File: config.mk
export PLATFORM = sky130hd
export DESIGN_NAME = lcd_frame_scheduler_flat
export DESIGN_NICKNAME = d
export VERILOG_FILES = /design/src/rtl/lcd_timing_pkg.sv /design/src/rtl/lcd_frame_scheduler_if.sv /design/src/rtl/lcd_timing_counter.sv /design/src/rtl/lcd_frame_scheduler.sv /design/src/flat_wrapper.sv
export SDC_FILE = /design/constraint.sdc
export NUM_CORES = 1
export LEC_CHECK = 0
export CAP_MARGIN = 5
export CELL_PAD_IN_SITES_DETAIL_PLACEMENT = 1
export CELL_PAD_IN_SITES_GLOBAL_PLACEMENT = 1
export CORE_ASPECT_RATIO = 1.5
export CORE_MARGIN = 2
export CORE_UTILIZATION = 37
export CTS_BUF_LIST = sky130_fd_sc_hd__clkbuf_16
export CTS_CLUSTER_SIZE = 30
export DETAILED_ROUTE_END_ITERATION = 16
export PLACE_DENSITY = 0.87
export SYNTH_ARGS = -nofsm -noshare
export SYNTH_HDL_FRONTEND = slang
export SYNTH_HIERARCHICAL = 1
export SYNTH_SLANG_ARGS = --single-unit
File: constraint.sdc
create_clock -name i_clock -period 4.7 [get_ports i_clock]
set_clock_uncertainty 0.2 [all_clocks]
set_input_delay 1.41 -clock i_clock [delete_from_list [all_inputs] [get_ports i_clock]]
set_output_delay 1.41 -clock i_clock [all_outputs]
set_load 0.005 [all_outputs]
File: src/rtl/lcd_timing_pkg.sv
// Shared state encoding, default HDP timing constants and counter sizing helper
// for the LCD frame scheduler.
package lcd_timing_pkg;

  typedef enum logic [1:0] {
    IDLE,
    ACTIVE,
    BLANK,
    PORCH
  } lcdState_t;

  localparam int unsigned DEF_PACKETS_PER_LINE = 40;
  localparam int unsigned DEF_BLANK_PER_LINE   = 4;
  localparam int unsigned DEF_LINES            = 1280;
  localparam int unsigned DEF_BACK_PORCH       = 24;
  localparam int unsigned DEF_UPDATE_CYCLES    = 28;

  // Width needed to hold 0..modulo-1; never narrower than one bit.
  function automatic int unsigned cntWidth(input int unsigned modulo);
    return (modulo > 1) ? $clog2(modulo) : 1;
  endfunction

endpackage

File: src/rtl/lcd_frame_scheduler_if.sv
// FIFO-side and HDP-side signal bundle of the LCD frame scheduler.
// master: the scheduler; slave: the FIFO / panel / control side.
interface lcd_frame_scheduler_if;

  logic        i_enable;
  logic        i_fifoEmpty;
  logic [31:0] i_fifoData;
  logic        o_fifoRead;
  logic [31:0] o_lcdData;
  logic        o_valid;
  logic        o_update;
  logic        o_frameStart;
  logic        o_frameDone;
  logic [15:0] o_underflowCount;

  modport master (
    input  i_enable, i_fifoEmpty, i_fifoData,
    output o_fifoRead, o_lcdData, o_valid, o_update,
    output o_frameStart, o_frameDone, o_underflowCount
  );

  modport slave (
    output i_enable, i_fifoEmpty, i_fifoData,
    input  o_fifoRead, o_lcdData, o_valid, o_update,
    input  o_frameStart, o_frameDone, o_underflowCount
  );

endinterface

File: src/rtl/lcd_timing_counter.sv
// Modulo-MODULO counter with enable; tc flags the last count value so the
// caller can act on the wrap in the same cycle.
module lcd_timing_counter
  import lcd_timing_pkg::*;
#(
  parameter  int unsigned MODULO = 4,
  localparam int unsigned W      = cntWidth(MODULO)
) (
  input  logic         clk,
  input  logic         rst,
  input  logic         en,
  output logic [W-1:0] count,
  output logic         tc
);

  localparam logic [W-1:0] LAST = W'(MODULO - 1);

  assign tc = (count == LAST);

  always_ff @(posedge clk) begin
    if (rst) begin
      count <= '0;
    end else if (en) begin
      count <= tc ? '0 : count + W'(1);
    end
  end

endmodule

File: src/rtl/lcd_frame_scheduler.sv
// HDP frame scheduler: streams PACKETS_PER_LINE FIFO words per line, then blank
// cycles, LINES lines, then a back porch. Optional stall counter: LCD_UNDERFLOW_COUNT_EN.
module lcd_frame_scheduler
  import lcd_timing_pkg::*;
#(
  parameter int unsigned PACKETS_PER_LINE = DEF_PACKETS_PER_LINE,
  parameter int unsigned BLANK_PER_LINE   = DEF_BLANK_PER_LINE,
  parameter int unsigned LINES            = DEF_LINES,
  parameter int unsigned BACK_PORCH       = DEF_BACK_PORCH,
  parameter int unsigned UPDATE_CYCLES    = DEF_UPDATE_CYCLES
) (
  input  logic                  i_clock,
  input  logic                  i_reset,
  lcd_frame_scheduler_if.master bus
);

  localparam int unsigned PW = cntWidth(PACKETS_PER_LINE);
  localparam int unsigned BW = cntWidth(BLANK_PER_LINE);
  localparam int unsigned LW = cntWidth(LINES);
  localparam int unsigned RW = cntWidth(BACK_PORCH);
  localparam int unsigned FW = cntWidth(UPDATE_CYCLES + 1);
  localparam logic [FW-1:0] UPDATE_LIMIT = FW'(UPDATE_CYCLES);

  lcdState_t state, nextState;

  logic          advance, blanking, porching, lineEnd, frameEnd, firstAdvance;
  logic          pktTc, blankTc, lineTc, porchTc;
  logic [PW-1:0] pktCount;
  logic [LW-1:0] lineCount;
  logic [BW-1:0] unusedBlankCount;
  logic [RW-1:0] unusedPorchCount;
  logic [FW-1:0] frameCount;

  logic [31:0] lcdData;
  logic        valid, update, frameStart, frameDone;

  always_ff @(posedge i_clock) begin
    if (i_reset) begin
      state <= IDLE;
    end else begin
      state <= nextState;
    end
  end

  always_comb begin
    nextState = state;
    case (state)
      IDLE:    if (bus.i_enable) nextState = ACTIVE;
      ACTIVE:  if (advance && pktTc) nextState = BLANK;
      BLANK:   if (blankTc) nextState = lineTc ? PORCH : ACTIVE;
      PORCH:   if (porchTc) nextState = bus.i_enable ? ACTIVE : IDLE;
      default: nextState = IDLE;
    endcase
  end

  always_comb begin
    advance      = (state == ACTIVE) && !bus.i_fifoEmpty;
    blanking     = (state == BLANK);
    porching     = (state == PORCH);
    lineEnd      = blanking && blankTc;
    frameEnd     = porching && porchTc;
    // Packet 0 of line 0 is only ever consumed once per frame.
    firstAdvance = advance && (pktCount == '0) && (lineCount == '0);
  end

  lcd_timing_counter #(.MODULO(PACKETS_PER_LINE)) packetCounter (
    .clk(i_clock), .rst(i_reset), .en(advance), .count(pktCount), .tc(pktTc)
  );

  lcd_timing_counter #(.MODULO(BLANK_PER_LINE)) blankCounter (
    .clk(i_clock), .rst(i_reset), .en(blanking), .count(unusedBlankCount), .tc(blankTc)
  );

  lcd_timing_counter #(.MODULO(LINES)) lineCounter (
    .clk(i_clock), .rst(i_reset), .en(lineEnd), .count(lineCount), .tc(lineTc)
  );

  lcd_timing_counter #(.MODULO(BACK_PORCH)) porchCounter (
    .clk(i_clock), .rst(i_reset), .en(porching), .count(unusedPorchCount), .tc(porchTc)
  );

  // Only needs to reach UPDATE_CYCLES, so it saturates there instead of
  // spanning the whole frame.
  always_ff @(posedge i_clock) begin
    if (i_reset || state == IDLE || porching) begin
      frameCount <= '0;
    end else if ((advance || blanking) && frameCount < UPDATE_LIMIT) begin
      frameCount <= frameCount + FW'(1);
    end
  end

  always_ff @(posedge i_clock) begin
    if (i_reset) begin
      lcdData    <= '0;
      valid      <= 1'b0;
      update     <= 1'b0;
      frameStart <= 1'b0;
      frameDone  <= 1'b0;
    end else begin
      lcdData    <= advance ? bus.i_fifoData : '0;
      valid      <= advance;
      update     <= (advance || blanking) && (frameCount < UPDATE_LIMIT);
      frameStart <= firstAdvance;
      frameDone  <= frameEnd;
    end
  end

  assign bus.o_fifoRead   = advance;
  assign bus.o_lcdData    = lcdData;
  assign bus.o_valid      = valid;
  assign bus.o_update     = update;
  assign bus.o_frameStart = frameStart;
  assign bus.o_frameDone  = frameDone;

`ifdef LCD_UNDERFLOW_COUNT_EN
  logic [15:0] underflowCount;

  always_ff @(posedge i_clock) begin
    if (i_reset) begin
      underflowCount <= '0;
    end else if (state == ACTIVE && bus.i_fifoEmpty && underflowCount != '1) begin
      underflowCount <= underflowCount + 16'd1;
    end
  end

  assign bus.o_underflowCount = underflowCount;
`else
  assign bus.o_underflowCount = '0;
`endif

endmodule

File: src/flat_wrapper.sv
// flat-port wrapper written by rule: the top's interface ports become plain ports
module lcd_frame_scheduler_flat import lcd_timing_pkg::*;
#(
  parameter int unsigned PACKETS_PER_LINE = DEF_PACKETS_PER_LINE,
  parameter int unsigned BLANK_PER_LINE   = DEF_BLANK_PER_LINE,
  parameter int unsigned LINES            = DEF_LINES,
  parameter int unsigned BACK_PORCH       = DEF_BACK_PORCH,
  parameter int unsigned UPDATE_CYCLES    = DEF_UPDATE_CYCLES
)
  (i_clock, i_reset, bus_i_enable, bus_i_fifoEmpty, bus_i_fifoData, bus_o_fifoRead, bus_o_lcdData, bus_o_valid, bus_o_update, bus_o_frameStart, bus_o_frameDone, bus_o_underflowCount);
  lcd_frame_scheduler_if bus_i ();
  input  logic i_clock;
  input  logic i_reset;
  input wire logic [$bits(bus_i.i_enable)-1:0] bus_i_enable;
  input wire logic [$bits(bus_i.i_fifoEmpty)-1:0] bus_i_fifoEmpty;
  input wire logic [$bits(bus_i.i_fifoData)-1:0] bus_i_fifoData;
  output wire logic [$bits(bus_i.o_fifoRead)-1:0] bus_o_fifoRead;
  output wire logic [$bits(bus_i.o_lcdData)-1:0] bus_o_lcdData;
  output wire logic [$bits(bus_i.o_valid)-1:0] bus_o_valid;
  output wire logic [$bits(bus_i.o_update)-1:0] bus_o_update;
  output wire logic [$bits(bus_i.o_frameStart)-1:0] bus_o_frameStart;
  output wire logic [$bits(bus_i.o_frameDone)-1:0] bus_o_frameDone;
  output wire logic [$bits(bus_i.o_underflowCount)-1:0] bus_o_underflowCount;
  assign bus_i.i_enable = bus_i_enable;
  assign bus_i.i_fifoEmpty = bus_i_fifoEmpty;
  assign bus_i.i_fifoData = bus_i_fifoData;
  assign bus_o_fifoRead = bus_i.o_fifoRead;
  assign bus_o_lcdData = bus_i.o_lcdData;
  assign bus_o_valid = bus_i.o_valid;
  assign bus_o_update = bus_i.o_update;
  assign bus_o_frameStart = bus_i.o_frameStart;
  assign bus_o_frameDone = bus_i.o_frameDone;
  assign bus_o_underflowCount = bus_i.o_underflowCount;
  lcd_frame_scheduler #(.PACKETS_PER_LINE(PACKETS_PER_LINE), .BLANK_PER_LINE(BLANK_PER_LINE), .LINES(LINES), .BACK_PORCH(BACK_PORCH), .UPDATE_CYCLES(UPDATE_CYCLES)) u_core (.i_clock(i_clock), .i_reset(i_reset), .bus(bus_i));
endmodule
Yosys cells after proc, flatten, opt, wreduce, memory -nomap -nowiden
Cells that the tools add are included.
- $add $sub $neg: 5
- order comparisons: 1
- eq/ne operators: 11
- multiplexer cells: 11
- bitwise logic cells: 1
- reductions and logical operators: 16
- operators with widths (kind ; number):
    2-bit 2-to-1 mux ; 6
    11-bit by 1-bit adder with 11-bit output, second input constant ; 1
    11-bit equality test, second input constant ; 1
    11-bit logical NOT ; 1
    11-bit 2-to-1 mux ; 1
    5-bit by 1-bit adder with 5-bit output, second input constant ; 2
    2-bit case mux with 4 select lines ; 1
    1-bit logical AND ; 7
    6-bit by 1-bit adder with 6-bit output, second input constant ; 1
    2-bit equality test, second input constant ; 3
    6-bit equality test, second input constant ; 1
    6-bit logical NOT ; 1
    6-bit 2-to-1 mux ; 1
    2-bit != test, second input constant ; 3
    5-bit equality test, second input constant ; 1
    5-bit less-than comparator, second input constant ; 1
    5-bit 2-to-1 mux ; 1
    4-bit AND reduction ; 1
    1-bit logical OR ; 3
    2-bit by 1-bit adder with 2-bit output, second input constant ; 1
    2-bit by 1-bit equality test with 1-bit output, second input constant ; 1
    2-bit logical NOT ; 1
    2-bit by 1-bit != test with 1-bit output, second input constant ; 1
    2-bit OR reduction ; 1
    3 further kinds ; 3
- bits in registers: 67
- input port bits: 36
- output and inout bits: 53
- logic and storage cells: 56

Logic depth before layout (Yosys ltp)
Gate-level depths: netlist of the first run.
- depth in word-level cells: 5
- depth in mapped cells: 7
- gate-level depth less buffers: 6

Modules after synthesis
Netlist of the first run, hierarchy kept.
- by module, submodules not included (module ; instances ; cells each ; area an instance (um2) ; seq. area each (um2)):
    lcd_frame_scheduler ; 1 ; 147 ; 1592.8 ; 860.8
    lcd_timing_counter (u_core.lineCounter) ; 1 ; 66 ; 573.0 ; 220.2
    lcd_timing_counter (u_core.packetCounter) ; 1 ; 28 ; 270.3 ; 120.1
    lcd_timing_counter (u_core.porchCounter) ; 1 ; 24 ; 222.7 ; 100.1
    lcd_timing_counter (u_core.blankCounter) ; 1 ; 8 ; 86.3 ; 40.0

Worst setup path after synthesis of the first run
OpenSTA, ideal clock, no wires.
- path type: input-to-output
- from: in bus_i_fifoEmpty
- to: out bus_o_fifoRead
- arrival: 2.026 ns
- data required time: 3.090 ns
- slack: 1.064 ns
- stages on the path: 3
- buffers on the path: 1
- cell sequence: or3b_1 > buf_6 > inv_2
- longest elaborated chain between the ends: 2
- ends and longest elaborated chain (what ; RTL line ; source):
    start, declared ; flat_wrapper.sv:15 ; input wire logic [$bits(bus_i.i_fifoEmpty)-1:0] bus_i_fifoEmpty;
    1-bit logical NOT ; lcd_frame_scheduler.sv:57 ; advance = (state == ACTIVE) && !bus.i_fifoEmpty;
    1-bit logical AND ; lcd_frame_scheduler.sv:57 ;
    end, declared ; flat_wrapper.sv:17 ; output wire logic [$bits(bus_i.o_fifoRead)-1:0] bus_o_fifoRead;
Every way passes these cells.

Worst setup path in the final report of the first run
Ends and elaborated chain as after synthesis.

==> flow_summary.json, run 1 <==
{
  "drtAntennaViolNets": 0,
  "drive_gt1_share_pct": 8.50,
  "crit_arrival_ns": 2.80,
  "holdWs_ns": 0.289,
  "setup_tns_ns": 0,
  "grt_pass1_vias": 2220,
  "rsz0062_at_grt": "false",
  "clk_pin_slew_worst_paths_ns": 0.05,
  "core_um2": 7230,
  "drv_slew": 0,
  "num_rows": 38,
  "leakage_nw": 1.40,
  "cts_hold_buf": 0,
  "placed_area_um2": 3490,
  "cp.required_ns": 3.09,
  "min_path_type": "flop to flop",
  "drc": 0,
  "numCtsBuffers": 9,
  "cts_tree": "done",
  "die-area_um2": 8140,
  "ys_seq_area_share_pct": 48.9,
  "fmax_mhz": 227,
  "initial_core_util_pct": 38.0,
  "synth_top_area_share_pct": 48.9,
  "overflow": 0,
  "ctsRootBufferMaster": "clkbuf_16",
  "wl_um": 6790,
  "netlist_instances": 273,
  "grt_pass1_wl_um": 10600,
  "design_area_um2": 3750,
  "synth_largest_area_cell": "dfxtp_1",
  "yosys_warnings": 6,
  "die_w_um": 74.3,
  "die_h_um": 109,
  "vias": 2202,
  "status": "finished, final reports clean",
  "crit_type": "input port to primary output",
  "critPathLaunchType": "input port",
  "synth_ff_type": "dfxtp_1",
  "layout_common_cells": "clkdlybuf4s50_1, dfxtp_1, and2_1, nor2_1, conb_1",
  "fillers": 848,
  "hold_violations": 0,
  "dr.pass1.iters": 4,
  "ctsResizeCount": 0,
  "drt_iter0_drc": 95,
  "ir_worst_vdd_v": 0.000206,
  "portBuffers": 72,
  "place_congestion": 0.752,
  "synthArstFlopShare_pct": 0,
  "syn_avg_cell_area_um2": 10.1,
  "final-setup-viol-count": 0,
  "syn2layout_area_growth_pct": 36.6,
  "crit_fanout": 2,
  "cts_setup_buffers": 0,
  "fin_crit_sh_pct": 93.8,
  "max-slew-margin-rel_pct": 42.0,
  "synth_area_um2": 2750,
  "cts_sinks": 67,
  "powerDensity_nw_per_um2": 332,
  "pin_count": 89,
  "cts_buffer_depth": 2,
  "dp_hpwl_um": 4910,
  "drv_cap": 0,
  "worstSetupEndpointType": "primary output",
  "synth_area_leaders": "dfxtp_1, and2_1, buf_4, nor2_1, ha_1",
  "synth-edff-count": 0,
  "finish.utilization_pct": 51.9,
  "via_per_inst": 4.86,
  "ys_ff_latch": 67,
  "synth_cell_types": 52,
  "final_common_cell": "clkdlybuf4s50_1",
  "antenna_found_initial": 0,
  "wire_per_inst_um": 15.0,
  "grt_max_degree": 34,
  "nets": 390,
  "htree_levels": 3,
  "finalCriticalPeriod_ns": 4.41,
  "worst_pin_slew_ns": 0.867,
  "diodes": 0,
  "insertion_delay_ns": 0.33,
  "grt_util_all_layers_pct": 17.5
}
[logic make-up (layout without fill, tap and decap cells)]
| kind of cell | Yosys count | after routing | synth area share [%] |
|---|---|---|---|
| AOI/OAI and AO/OA | 31 | 31 | 8.30 |
| xor gates and xnor gates | 10 | 10 | 3.46 |
| adders and majority gates | 5 | 5 | 2.28 |
| buffers and inverters | 31 | 96 | 7.34 |
| DFF | 67 | 67 | 48.9 |
| muxes | 7 | 7 | 2.60 |
| other | 1 | 16 | 0.137 |
| and+or+nand+nor | 121 | 121 | 27.0 |
[stage by stage]
stage | power [mW] | setup WS, ns | std cells
after floorplan | 0.629 | 1.06 | 288
after global placement | 0.667 | 0.282 | 438
after detailed placement | 0.670 | 0.293 | 438
after CTS | 1.26 | 0.281 | 453
after global routing | 1.29 | 0.259 | 453
final | 1.24 | 0.290 | 453
[sequential cells by signal (all words and copies together) (netlist names)]
signal,flops
u_core/state,2
u_core/porchCounter/count,5
u_core/frameCount,5
u_core/packetCounter/count,6
u_core/lineCounter/count,11
u_core/bus.o_frameStart,1
u_core/bus.o_valid,1
u_core/blankCounter/count,2
u_core/bus.o_update,1
u_core/bus.o_lcdData,32
u_core/bus.o_frameDone,1
[worst max-delay path, cell delays in order]
cell and delay, ns:
clkdlybuf4s50_1 0.41, or3b_1 0.40, inv_2 0.09, clkdlybuf4s50_1 0.49
[path summary, 6_finish.rpt]
check / cells after the start / slack, ns / endpoint / start
worst min-delay path: 2 / 0.29 / u_core/blankCounter/count[0] / u_core/blankCounter/count[0]
worst max-delay path: 4 / 0.29 / bus_o_fifoRead / bus_i_fifoEmpty
worst min register to register: 2 / 0.29 / u_core/blankCounter/count[0] / u_core/blankCounter/count[0]
worst max register to register: 5 / 2.20 / u_core/lineCounter/count[10] / u_core/state[1]
[routing by layer]
metal / GRT usage [%] / share of wire, % / vias to the layer above
met3: 4.03 / 3.6 / 15
met1: 17.6 / 36 / 1071
li1: - / - / 1069
met2: 32.3 / 58 / 47
met5: 0 / 0 / -
met4: 9.44 / 2.9 / 0
[final cells by class]
| class | instances | area (µm²) | area share [%] |
|---|---|---|---|
| Clock buffer | 9 | 225 | 6.00 |
| Clock inverter | 6 | 35.0 | 0.934 |
| Inverter | 6 | 22.5 | 0.600 |
| Multi-Input combinational cell | 190 | 1260 | 33.6 |
| Sequential cell | 67 | 1340 | 35.8 |
| Tap cell | 100 | 125 | 3.34 |
| Timing Repair Buffer | 75 | 743 | 19.8 |
[power breakdown]
group / internal [mW] / total [mW] / switching (mW)
logic: 0.0484 / 0.0765 / 0.0281
clock network: 0.349 / 0.586 / 0.237
registers: 0.577 / 0.582 / 0.00458
total: 0.975 / 1.24 / 0.269
[cells in the mapped netlist, types with 2 or more instances]
master and number:
nand3_1 5, nand4_2 2, nor2b_1 5, buf_2 2, xnor2_1 2, buf_4 20
xor2_1 7, o21ai_0 7, nand4_1 7, inv_1 5, or3b_2 2, nand2_1 13
o22ai_1 3, or3b_1 7, nor4_1 5, and2_1 33, a21oi_1 6, nand3b_1 4
mux2i_1 6, ha_1 5, a211oi_1 4, nand2b_1 6, nor2_1 18, or3_1 4
and4_1 2, dfxtp_1 67
Note: power is estimated with default switching activity, not from simulation.
==> inputs of run 2 (changes only) <==
==> constraint.sdc (replaced) <==
create_clock -name i_clock -period 5.1 [get_ports i_clock]
set_clock_uncertainty 0.2 [all_clocks]
set_input_delay 1.53 -clock i_clock [delete_from_list [all_inputs] [get_ports i_clock]]
set_output_delay 1.53 -clock i_clock [all_outputs]
set_load 0.005 [all_outputs]
==> flow_summary.json, run 2 (synthesis results as in run 1) <==
{
  "min_path_type": "flop to flop",
  "via_per_inst": 4.92,
  "finalCriticalPeriod_ns": 4.67,
  "die-area_um2": 8140,
  "core_um2": 7230,
  "syn2layout_area_growth_pct": 39.3,
  "nets": 390,
  "final_common_cell": "clkdlybuf4s50_1",
  "dr.pass1.iters": 4,
  "largest_register_ff_count": 32,
  "rsz0062_at_grt": "false",
  "finish.utilization_pct": 52.9,
  "status": "finished, final reports clean",
  "worstSetupEndpointType": "primary output",
  "critPathLaunchType": "input port",
  "place_congestion": 0.762,
  "setup_tns_ns": 0,
  "die_w_um": 74.3,
  "grt_util_all_layers_pct": 18.3,
  "initial_core_util_pct": 38.0,
  "fillers": 808,
  "pin_count": 89,
  "wire_per_inst_um": 15.7,
  "layout_common_cells": "clkdlybuf4s50_1, dfxtp_1, and2_1, nor2_1, conb_1",
  "crit_arrival_ns": 2.94,
  "ctsResizeCount": 0,
  "vias": 2232,
  "overflow": 0,
  "grt_pass1_vias": 2365,
  "design_area_um2": 3820,
  "leakage_nw": 1.43,
  "insertion_delay_ns": 0.32,
  "antenna_found_initial": 0,
  "final-setup-viol-count": 0,
  "hold_violations": 0,
  "placed_area_um2": 3490,
  "ctsRootBufferMaster": "clkbuf_16",
  "powerDensity_nw_per_um2": 340,
  "max-slew-margin-rel_pct": 43.4,
  "grt_pass1_wl_um": 11100,
  "htree_levels": 3,
  "drive_gt1_share_pct": 8.47,
  "cts_tree": "done",
  "ir_worst_vdd_v": 0.000224,
  "drc": 0,
  "worst_pin_slew_ns": 0.846,
  "die_h_um": 109,
  "drtAntennaViolNets": 0,
  "num_rows": 38,
  "numCtsBuffers": 9,
  "cp.required_ns": 3.37,
  "cts_hold_buf": 0,
  "portBuffers": 72,
  "fin_crit_sh_pct": 91.6,
  "crit_type": "input port to primary output",
  "drv_slew": 0,
  "fmax_mhz": 214,
  "crit_fanout": 2,
  "diodes": 0,
  "cts_setup_buffers": 0,
  "cts_sinks": 67,
  "cts_buffer_depth": 2,
  "drv_cap": 0,
  "drt_iter0_drc": 93,
  "p_total_mw": 1.30,
  "dp_hpwl_um": 5000,
  "wl_um": 7140,
  "clk_pin_slew_worst_paths_ns": 0.06,
  "grt_max_degree": 34
}
-- run 2: metal layers --
metal	GRT usage [%]	wire length, µm	vias to the layer above
met5	0	0	-
met4	9.18	130	0
met3	5.04	287	8
met2	34.2	4240	57
met1	17.8	2480	1103
li1	-	-	1064
-- run 2: area by class of cell --
type / instances / area, µm² / area share (%)
Inverter: 6 / 22.5 / 0.589
Timing Repair Buffer: 75 / 743 / 19.4
Sequential cell: 67 / 1340 / 35.1
Tap cell: 100 / 125 / 3.27
Clock buffer: 9 / 225 / 5.89
Clock inverter: 7 / 108 / 2.81
Multi-Input combinational cell: 190 / 1260 / 32.9
-- run 2: per-stage QoR --
| stage | hold WS [ns] | setup WS [ns] | cells |
|---|---|---|---|
| after global placement | 0.258 | 0.434 | 438 |
| final | 0.295 | 0.426 | 454 |
| after detailed placement | 0.288 | 0.441 | 438 |
| after global routing | 0.326 | 0.389 | 454 |
| after CTS | 0.297 | 0.413 | 454 |
| after floorplan | 0.240 | 1.22 | 288 |
-- run 2: report_power, final --
part	internal, mW	leakage [nW]	switching, mW
clock	0.472	0.168	0.222
sequential	0.532	0.542	0.00439
combinational	0.0447	0.723	0.0260
total	1.05	1.43	0.252
-- run 2: critical path: stages --
cell             delay, ns
clkdlybuf4s50_1       0.43
or3b_1                0.40
inv_2                 0.09
clkdlybuf4s50_1       0.49
-- run 2: path summary, 6_finish.rpt --
kind	start	end	slack, ns	cells past startpoint
worst max-delay path	bus_i_fifoEmpty	bus_o_fifoRead	0.43	4
worst min register to register	u_core/porchCounter/count[4]	u_core/porchCounter/count[4]	0.29	2
worst min-delay path	u_core/porchCounter/count[4]	u_core/porchCounter/count[4]	0.29	2
worst max register to register	u_core/state[1]	u_core/lineCounter/count[10]	2.60	5
==> inputs of run 3 (changes only) <==
--- a/config.mk
+++ b/config.mk
@@ -12,6 +12,7 @@
 export CORE_MARGIN = 2
 export CORE_UTILIZATION = 37
 export CTS_BUF_LIST = sky130_fd_sc_hd__clkbuf_16
+export CTS_CLUSTER_DIAMETER = 30
 export CTS_CLUSTER_SIZE = 30
 export DETAILED_ROUTE_END_ITERATION = 16
 export PLACE_DENSITY = 0.87
==> results of run 3 <==
Final layout, timing and power as in run 2 (identical DEF).
